--- config.mk ---
export PLATFORM = sky130hd
export DESIGN_NAME = instr_loader_flat
export DESIGN_NICKNAME = d
export VERILOG_FILES = /design/src/rtl/instr_loader_if.sv /design/src/rtl/instr_loader.sv /design/src/flat_wrapper.sv
export SDC_FILE = /design/constraint.sdc
export NUM_CORES = 1
export LEC_CHECK = 0
export ABC_AREA = 1
export BUFFER_PORTS_ARGS = -buffer_cell sky130_fd_sc_hd__buf_4
export CAP_MARGIN = 25
export CELL_PAD_IN_SITES_DETAIL_PLACEMENT = 1
export CELL_PAD_IN_SITES_GLOBAL_PLACEMENT = 1
export CORE_ASPECT_RATIO = 1.5
export CORE_MARGIN = 5
export CORE_UTILIZATION = 45
export CTS_CLUSTER_DIAMETER = 200
export DETAILED_ROUTE_END_ITERATION = 16
export PLACE_DENSITY = 0.79
export SLEW_MARGIN = 10
export SYNTH_ARGS = -nofsm -noshare
export SYNTH_HDL_FRONTEND = slang
export SYNTH_SLANG_ARGS = --single-unit
--- constraint.sdc ---
create_clock -name clk -period 3 [get_ports clk]
set_input_delay 0.3 -clock clk [delete_from_list [all_inputs] [get_ports clk]]
set_output_delay 0.3 -clock clk [all_outputs]
set_load 0.01 [all_outputs]
--- src/rtl/instr_loader_if.sv ---
// Byte-serial program load channel (valid/ready handshake).
//   in_data  : program byte, MSB-first within each 32-bit word
//   in_valid : in_data is valid
//   in_ready : loader will accept a byte; transfer when valid && ready at clk rise
interface instr_loader_if;
   localparam int unsigned DW = 8;

   logic [DW-1:0] in_data;
   logic          in_valid;
   logic          in_ready;

   modport master (output in_data, output in_valid, input in_ready);
   modport slave  (input in_data, input in_valid, output in_ready);
endinterface

--- src/rtl/instr_loader.sv ---
// Program-load front end: assembles a byte-serial image (length byte followed
// by big-endian words) into an instruction store, then serves the core's fetch
// stage through a registered read port.
//   clk, rst_n  : clock, asynchronous active-low reset
//   bus         : byte load channel (slave side)
//   clear       : synchronous discard of the program, back to IDLE
//   fetch_addr  : word address (core pc)
//   fetch_data  : registered instruction word, 0 when no valid program/address
//   prog_valid  : program fully loaded
//   prog_len    : number of loaded words
//   err         : bad length byte received
module instr_loader #(
   parameter int unsigned DEPTH = 16,
   parameter int unsigned AW    = 4
) (
   input  logic              clk,
   input  logic              rst_n,
   instr_loader_if.slave     bus,
   input  logic              clear,
   input  logic [AW-1:0]     fetch_addr,
   output logic [31:0]       fetch_data,
   output logic              prog_valid,
   output logic [AW:0]       prog_len,
   output logic              err
);

   localparam int unsigned WW = 32;
   localparam int unsigned IW = AW + 1;

   typedef enum logic [1:0] {IDLE, LOAD, READY, ERR} state_t;

   state_t          state, state_nxt;
   logic [IW-1:0]   n_len, n_nxt;
   logic [IW-1:0]   word_idx, widx_nxt;
   logic [1:0]      byte_idx, bidx_nxt;
   logic [23:0]     hold, hold_nxt;
   logic            in_ready_q, in_ready_nxt;
   logic            prog_valid_nxt, err_nxt;
   logic [IW-1:0]   prog_len_nxt;
   logic            accept_c;
   logic            we_c;
   logic [WW-1:0]   wdata_c;
   logic [WW-1:0]   fetch_nxt;
   logic [WW-1:0]   mem [0:DEPTH-1];

   assign bus.in_ready = in_ready_q;

   // Next-state, datapath and registered-output next values.
   always_comb begin
      state_nxt = state;
      n_nxt     = n_len;
      widx_nxt  = word_idx;
      bidx_nxt  = byte_idx;
      hold_nxt  = hold;
      we_c      = 1'b0;
      wdata_c   = {hold, bus.in_data};
      accept_c  = bus.in_valid && in_ready_q;

      if (clear) begin
         // clear beats a simultaneous handshake; the byte is dropped
         state_nxt = IDLE;
         widx_nxt  = '0;
         bidx_nxt  = '0;
      end else begin
         case (state)
            IDLE: begin
               if (accept_c) begin
                  if ((32'(bus.in_data) >= 32'd1) && (32'(bus.in_data) <= DEPTH)) begin
                     n_nxt     = IW'(bus.in_data);
                     widx_nxt  = '0;
                     bidx_nxt  = '0;
                     state_nxt = LOAD;
                  end else begin
                     state_nxt = ERR;
                  end
               end
            end
            LOAD: begin
               if (accept_c) begin
                  bidx_nxt = byte_idx + 2'd1;
                  hold_nxt = {hold[15:0], bus.in_data};
                  if (byte_idx == 2'd3) begin
                     we_c     = 1'b1;
                     widx_nxt = word_idx + IW'(1);
                     if (widx_nxt == n_len) begin
                        state_nxt = READY;
                     end
                  end
               end
            end
            default: begin
            end
         endcase
      end

      in_ready_nxt   = (state_nxt == IDLE) || (state_nxt == LOAD);
      prog_valid_nxt = (state_nxt == READY);
      prog_len_nxt   = (state_nxt == READY) ? n_nxt : '0;
      err_nxt        = (state_nxt == ERR);
   end

   // State and registered outputs.
   always_ff @(posedge clk or negedge rst_n) begin
      if (!rst_n) begin
         state      <= IDLE;
         n_len      <= '0;
         word_idx   <= '0;
         byte_idx   <= '0;
         hold       <= '0;
         in_ready_q <= 1'b1;
         prog_valid <= 1'b0;
         prog_len   <= '0;
         err        <= 1'b0;
      end else begin
         state      <= state_nxt;
         n_len      <= n_nxt;
         word_idx   <= widx_nxt;
         byte_idx   <= bidx_nxt;
         hold       <= hold_nxt;
         in_ready_q <= in_ready_nxt;
         prog_valid <= prog_valid_nxt;
         prog_len   <= prog_len_nxt;
         err        <= err_nxt;
      end
   end

   // Instruction store; only complete words are written.
   always_ff @(posedge clk) begin
      if (we_c) begin
         mem[word_idx[AW-1:0]] <= wdata_c;
      end
   end

   // Registered fetch port; out-of-range or not-loaded reads return a NOP (0).
   always_comb begin
      fetch_nxt = '0;
      if ((state == READY) && ({1'b0, fetch_addr} < prog_len)) begin
         fetch_nxt = mem[fetch_addr];
      end
   end

   always_ff @(posedge clk or negedge rst_n) begin
      if (!rst_n) begin
         fetch_data <= '0;
      end else begin
         fetch_data <= fetch_nxt;
      end
   end

endmodule
--- src/flat_wrapper.sv ---
// flat-port wrapper written by rule: the top's interface ports become plain ports
module instr_loader_flat 
#(
   parameter int unsigned DEPTH = 16,
   parameter int unsigned AW    = 4
)
  (clk, rst_n, clear, fetch_addr, fetch_data, prog_valid, prog_len, err, bus_in_data, bus_in_valid, bus_in_ready);
  instr_loader_if bus_i ();
  input  logic clk;
  input  logic rst_n;
  input  logic clear;
  input  logic [AW-1:0] fetch_addr;
  output logic [31:0] fetch_data;
  output logic prog_valid;
  output logic [AW:0] prog_len;
  output logic err;
  input wire logic [$bits(bus_i.in_data)-1:0] bus_in_data;
  input wire logic [$bits(bus_i.in_valid)-1:0] bus_in_valid;
  output wire logic [$bits(bus_i.in_ready)-1:0] bus_in_ready;
  assign bus_i.in_data = bus_in_data;
  assign bus_i.in_valid = bus_in_valid;
  assign bus_in_ready = bus_i.in_ready;
  instr_loader #(.DEPTH(DEPTH), .AW(AW)) u_core (.clk(clk), .rst_n(rst_n), .bus(bus_i), .clear(clear), .fetch_addr(fetch_addr), .fetch_data(fetch_data), .prog_valid(prog_valid), .prog_len(prog_len), .err(err));
endmodule
### After elaboration in Yosys (flattened, before gate mapping)

Memory sizes are Yosys's and may differ from the RTL's.
Cells that the tools add are included.

| word-level totals | value |
|---|---|
| flip-flop bits (word level) | 78 |
| bits in writable memories | 512 |
| bits of input ports | 16 |
| output and inout bits | 40 |
| word-level logic and storage cells | 68 |
| memories kept | 1 |

| operators by class | value |
|---|---|
| add/subtract/negate cells | 2 |
| order comparisons | 3 |
| equality and inequality tests | 11 |
| multiplexer cells | 30 |
| bitwise gates (word level) | 1 |
| reduce and logical (&&, ||, !) cells | 10 |

Memories:

| memory | words | width | read ports | clocked after memory_dff | write ports | line | RTL |
|---|---|---|---|---|---|---|---|
| u_core.mem | 16 | 32 | 1 | 0 | 1 | instr_loader.sv:44 | `logic [WW-1:0] mem [0:DEPTH-1];` |

Operators with widths:

| kind | count |
|---|---|
| two-way mux 5 bit | 10 |
| two-way mux 32 bit | 1 |
| two-way mux 2 bit | 10 |
| inequality test 3 x 2 -> 1 bit (second input constant) | 4 |
| one-hot mux 5 bit (2 select lines) | 1 |
| == test 2 bit (second input constant) | 4 |
| greater-or-equal comparator 8 x 1 -> 1 bit (second input constant) | 1 |
| <= comparator 8 x 5 -> 1 bit (second input constant) | 1 |
| one-hot mux 2 bit (2 select lines) | 2 |
| two-way mux 1 bit | 6 |
| adder 5 x 1 -> 5 bit (second input constant) | 1 |
| == test 5 bit | 1 |
| less-than comparator 4 x 5 -> 1 bit | 1 |
| AND reduction 5 bit | 1 |
| == test 2 x 1 -> 1 bit (second input constant) | 2 |
| logical NOT 2 bit | 2 |
| AND reduction 4 bit | 1 |
| logical AND 1 bit | 3 |
| AND reduction 3 bit | 1 |
| nonzero test 3 bit | 1 |
| adder 2 x 1 -> 2 bit (second input constant) | 1 |
| logical OR 1 bit | 1 |
| NOT 1 bit | 1 |

### Depth between registers and ports, before layout

| depth | value |
|---|---|
| word-level depth | 9 |
| gate-level depth with buffers | 12 |
| mapped depth without buffers | 11 |

### Least setup slack after synthesis

OpenSTA, ideal clock, no wires.

| timing path | value |
|---|---|
| path type | reg-to-reg |
| start point | register u_core.in_ready_q, in the netlist u_core.bus.in_ready |
| end point | memory u_core.mem[0][0], enable pin |
| library setup time | 0.421 ns |
| arrival time | 2.435 ns |
| required time | 2.579 ns |
| slack | 0.144 ns |
| stages on the path, launching flop included | 5 |
| path buffers | 0 |
| path through | dfstp_2 > nand3_1 > nor2_1 > nand2_1 > nor2_1 |

| between the ends | value |
|---|---|
| cells in the longest elaborated chain, start to end | 6 |

RTL lines:

| item | line | RTL |
|---|---|---|
| start: declaration | instr_loader.sv:37 | `logic in_ready_q, in_ready_nxt;` |
| start signal: assignment | instr_loader.sv:120 | `in_ready_q <= in_ready_nxt;` |
| logical AND 1 bit | instr_loader.sv:57 | `accept_c = bus.in_valid && in_ready_q;` |
| two-way mux 1 bit | instr_loader.sv:79 | `if (accept_c) begin` |
| two-way mux 1 bit | instr_loader.sv:65 | `case (state)` |
| two-way mux 1 bit | instr_loader.sv:59 | `if (clear) begin` |
| two-way mux 1 bit | instr_loader.sv:129 | `if (we_c) begin` |
| two-way mux 1 bit (implied by the code) | instr_loader.sv:130 | `mem[word_idx[AW-1:0]] <= wdata_c;` |
| end: declaration | instr_loader.sv:44 |  |

Every way passes these cells.

### Worst setup path after layout

| timing path | value |
|---|---|
| start point | register u_core.state[0] |
| end point | memory u_core.mem[14][4], enable pin |

| between the ends | value |
|---|---|
| cells in the longest elaborated chain, start to end | 5 |

RTL lines:

| item | line | RTL |
|---|---|---|
| start: declaration | instr_loader.sv:32 | `state_t state, state_nxt;` |
| start signal: assignment | instr_loader.sv:115 | `state <= state_nxt;` |
| == test 2 x 1 -> 1 bit | instr_loader.sv:65 |  |
| two-way mux 1 bit | instr_loader.sv:65 |  |
| two-way mux 1 bit | instr_loader.sv:59 |  |
| two-way mux 1 bit | instr_loader.sv:129 |  |
| two-way mux 1 bit (implied by the code) | instr_loader.sv:130 |  |

Every way passes these cells.

==> results.txt <==
Sequential Power Share -> 57.6%
Combinational power share -> 5.8%
Nets@finish -> 1871
Met3 WL post-DR -> 3510 µm
Slew HR -> 37.2%
Period Utilization, post-route -> 80.1%
Post-Synthesis Cells -> 1805
Via count -> 15100
Post-Synth Adder-Cell Area -> 0.429%
Hold_sp -> clear
PD cells -> 688 mW/mm²
Met2 wire length -> 34300 µm
Post-synthesis xor/xnor area fraction -> 0%
DIE WIDTH -> 196 µm
Hold Crit Class -> in2reg
Synth unique cells -> 37
Status -> finished clean
Largest family of logic cells by synthesized area -> simple AND/OR/NAND/NOR gates
Clk pin slew, worst setup/hold paths -> 0.06 ns
RR Endpoint -> u_core.mem[14][4]
CTS tree -> yes
CP Capture Type -> flop
Net count after synthesis -> 1829
Worst Hold Depth -> 3
Switching pwr -> 4350 µW
Core area -> 0.0516 mm²
Slew Limit Fails -> 0
Minimum clock period -> 2.40 ns
First-pass GRT wire length -> 96700 µm
Compound-Gate Fraction of Synth Area -> 10.4%
VDD IR-drop max -> 447 µV
I/O pins -> 56
FF+latch count, synth -> 590
Sink Count -> 590
GRT overflow -> 0
Setup slack, reg-to-reg -> 0.60 ns
Die area -> 0.0566 mm²
Max clock buf depth -> 3
N_diodes -> 0
Setup Skew -> 0.0186 ns
Commonest non-fill, non-tap cell in the layout -> edfxtp_1
Initial antenna violation count -> 1
Gpl congestion -> 0.762
Detailed Routing Iterations Pass 1 -> 5
Residual DRC -> 0
Largest net degree at the start of global routing -> 134
Worst hold endpoint -> u_core.bus.in_ready
Yosys Warn Count -> 0
Chip Height -> 289 µm
Gr usage total -> 22.3%
Final ANT Viol Nets -> 0
Port bufs -> 55
Top Metal Used -> met5
Switching Fraction -> 24.0%
Row count -> 102
Final Setup Violations -> 0
Crit path DAT -> 2.63 ns
WL per Instance -> 24.9 µm
Simple-gate portion of the synthesized area -> 10.6%
R2R cell count -> 7
Critical Path RT -> 3.23 ns
Met1 Wirelength -> 23900 µm
Multi-input logic area -> 0.00534 mm²
Syn Area/Cell -> 12.9 µm²
Post-DP HPWL -> 36400 µm
Final Hold Fails -> 0
Internal cell power -> 13800 µW
Storage element area -> 0.0173 mm²
Vias per cell -> 5.88
Max-cap viol count -> 0
Synthesized area -> 0.0233 mm²
Max FO, Critical Path -> 32
Area delta synth->final -> 12.9%
Worst hold slack -> 0.0254 ns
Total wire length -> 64000 µm
Post-CTS sizing -> 0
Post-synthesis mux area share -> 0.981%
RSZ-0062 raised after global routing -> false
Fillers -> 5205
Register area share after synthesis -> 74.3%
Max Freq -> 416 MHz
Type of origin of the critical path -> flop
CTS HTree Levels -> 2
Layout cell share with drive strength beyond 1 -> 13.0%
DRT iter0 DRCs -> 1364
R2R Path Start -> u_core.state[0]
Most frequent cells in the layout -> edfxtp_1 (512), nor2_1 (277), nand2_1 (272), o21ai_0 (208), o22ai_1 (95)
Leak pwr -> 0.00924 µW
Critical setup path kind -> reg2reg
TritonCTS buffer count -> 51
CTS root buffer -> clkbuf_16
Clock power frac -> 36.6%
Worst-skew pair later-pin latency -> 0.60 ns
Initial Utilization -> 45.3%
Final Total Pwr -> 18100 µW
Measured slew at the worst slew-check pin -> 0.942 ns
Setup TNS -> 0 ns
Vias in the first global route -> 16400
flip-flops by register name, indices dropped and copies added, names as in the netlist:
signal,flops
u_core.prog_len,5
u_core.state,2
u_core.hold,24
u_core.word_idx,5
u_core.bus.in_ready,1
u_core.prog_valid,1
u_core.n_len,5
u_core.byte_idx,2
u_core.mem,512
u_core.fetch_data,32
u_core.err,1
through the flow:
stage          setup WS [ns]  std cells  util, %  area, µm²
2_1_floorplan          0.144       1805        -      23300
3_3_place_gp           0.659       2469     47.8      24600
3_5_place_dp           0.511       2469     47.8      24600
4_1_cts                0.608       2565     51.1      26300
5_1_grt                0.461       2565     51.1      26300
6_report               0.598       2565     51.1      26300
power by group through the flow:
stage	logic, µW	registers, µW	clock network (µW)
6_report	1050	10400	6630
5_1_grt	1150	10500	7110
4_1_cts	1060	10400	6730
3_5_place_dp	1040	10600	0
3_3_place_gp	980	10500	0
2_1_floorplan	682	10200	0
how the worst max path moves through the flow:
| stage | from | slack (ns) | cells after the start | end |
|---|---|---|---|---|
| 6_report | u_core.state[0] | 0.60 | 7 | u_core.mem[14][4] |
| 2_1_floorplan | u_core.bus.in_ready | 0.14 | 4 | u_core.mem[0][0] |
| 3_5_place_dp | fetch_addr[0] | 0.51 | 9 | u_core.fetch_data[20] |
| 3_3_place_gp | fetch_addr[0] | 0.66 | 9 | u_core.fetch_data[20] |
| 5_1_grt | u_core.state[0] | 0.46 | 7 | u_core.mem[14][3] |
| 4_1_cts | u_core.state[0] | 0.61 | 7 | u_core.mem[14][4] |
cell usage after synthesis (all sizes together):
cell | instances | area share, %
edfxtp | 512 | 66
nor2 | 295 | 4.8
nand2 | 283 | 4.7
o21ai | 214 | 4.6
o22ai | 95 | 2.5
buf | 80 | 2.1
dfrtp | 77 | 8.3
a21oi | 65 | 1.4
inv | 42 | 0.68
nand3 | 42 | 0.92
clkbuf | 32 | 0.53
a221oi | 31 | 1.7
mux2 | 17 | 0.98
ha | 8 | 0.43
nand4 | 3 | 0.080
o211ai | 3 | 0.12
and2 | 1 | 0.027
clkinv | 1 | 0.038
dfstp | 1 | 0.11
nand3b | 1 | 0.032
nor3 | 1 | 0.021
nor4 | 1 | 0.054
kinds of logic (layout without fill, tap and decap cells):
family | count (synthesis) | after routing
AO/OA/AOI/OAI | 408 | 408
adder cells (fa/ha/maj) | 8 | 8
buffers and inverters | 155 | 239
flip-flops | 590 | 590
multiplexers | 17 | 17
AND/OR/NAND/NOR | 627 | 627
final cells by class:
type,instances,share of cell area [%]
clock inverters,29,1.06
repair buffers,101,3.63
inverters,43,0.641
clock buffers,66,5.37
multi-input cells,1060,20.3
flip-flops and latches,590,65.8
well taps,676,3.21
worst max-delay path, cell delays in order, from the launching register on:
cell and delay, ns:
dfrtp_1 0.43, inv_2 0.07, nor2_2 0.13, nand2_1 0.11, nor2_1 0.31, nand2_1 0.34
nor2_4 0.16, buf_4 0.47
routing by layer:
layer	track usage [%]	up-vias
met5	0	-
met4	8.21	2
met3	2.93	157
met1	26.2	7822
met2	41.7	525
li1	-	6584
timing repair:
action	CTS	global route
endpoints found under the hold margin	55	0
setup buffers	0	0
hold buffers	1	0
Note: power is estimated with default switching activity, not from simulation.
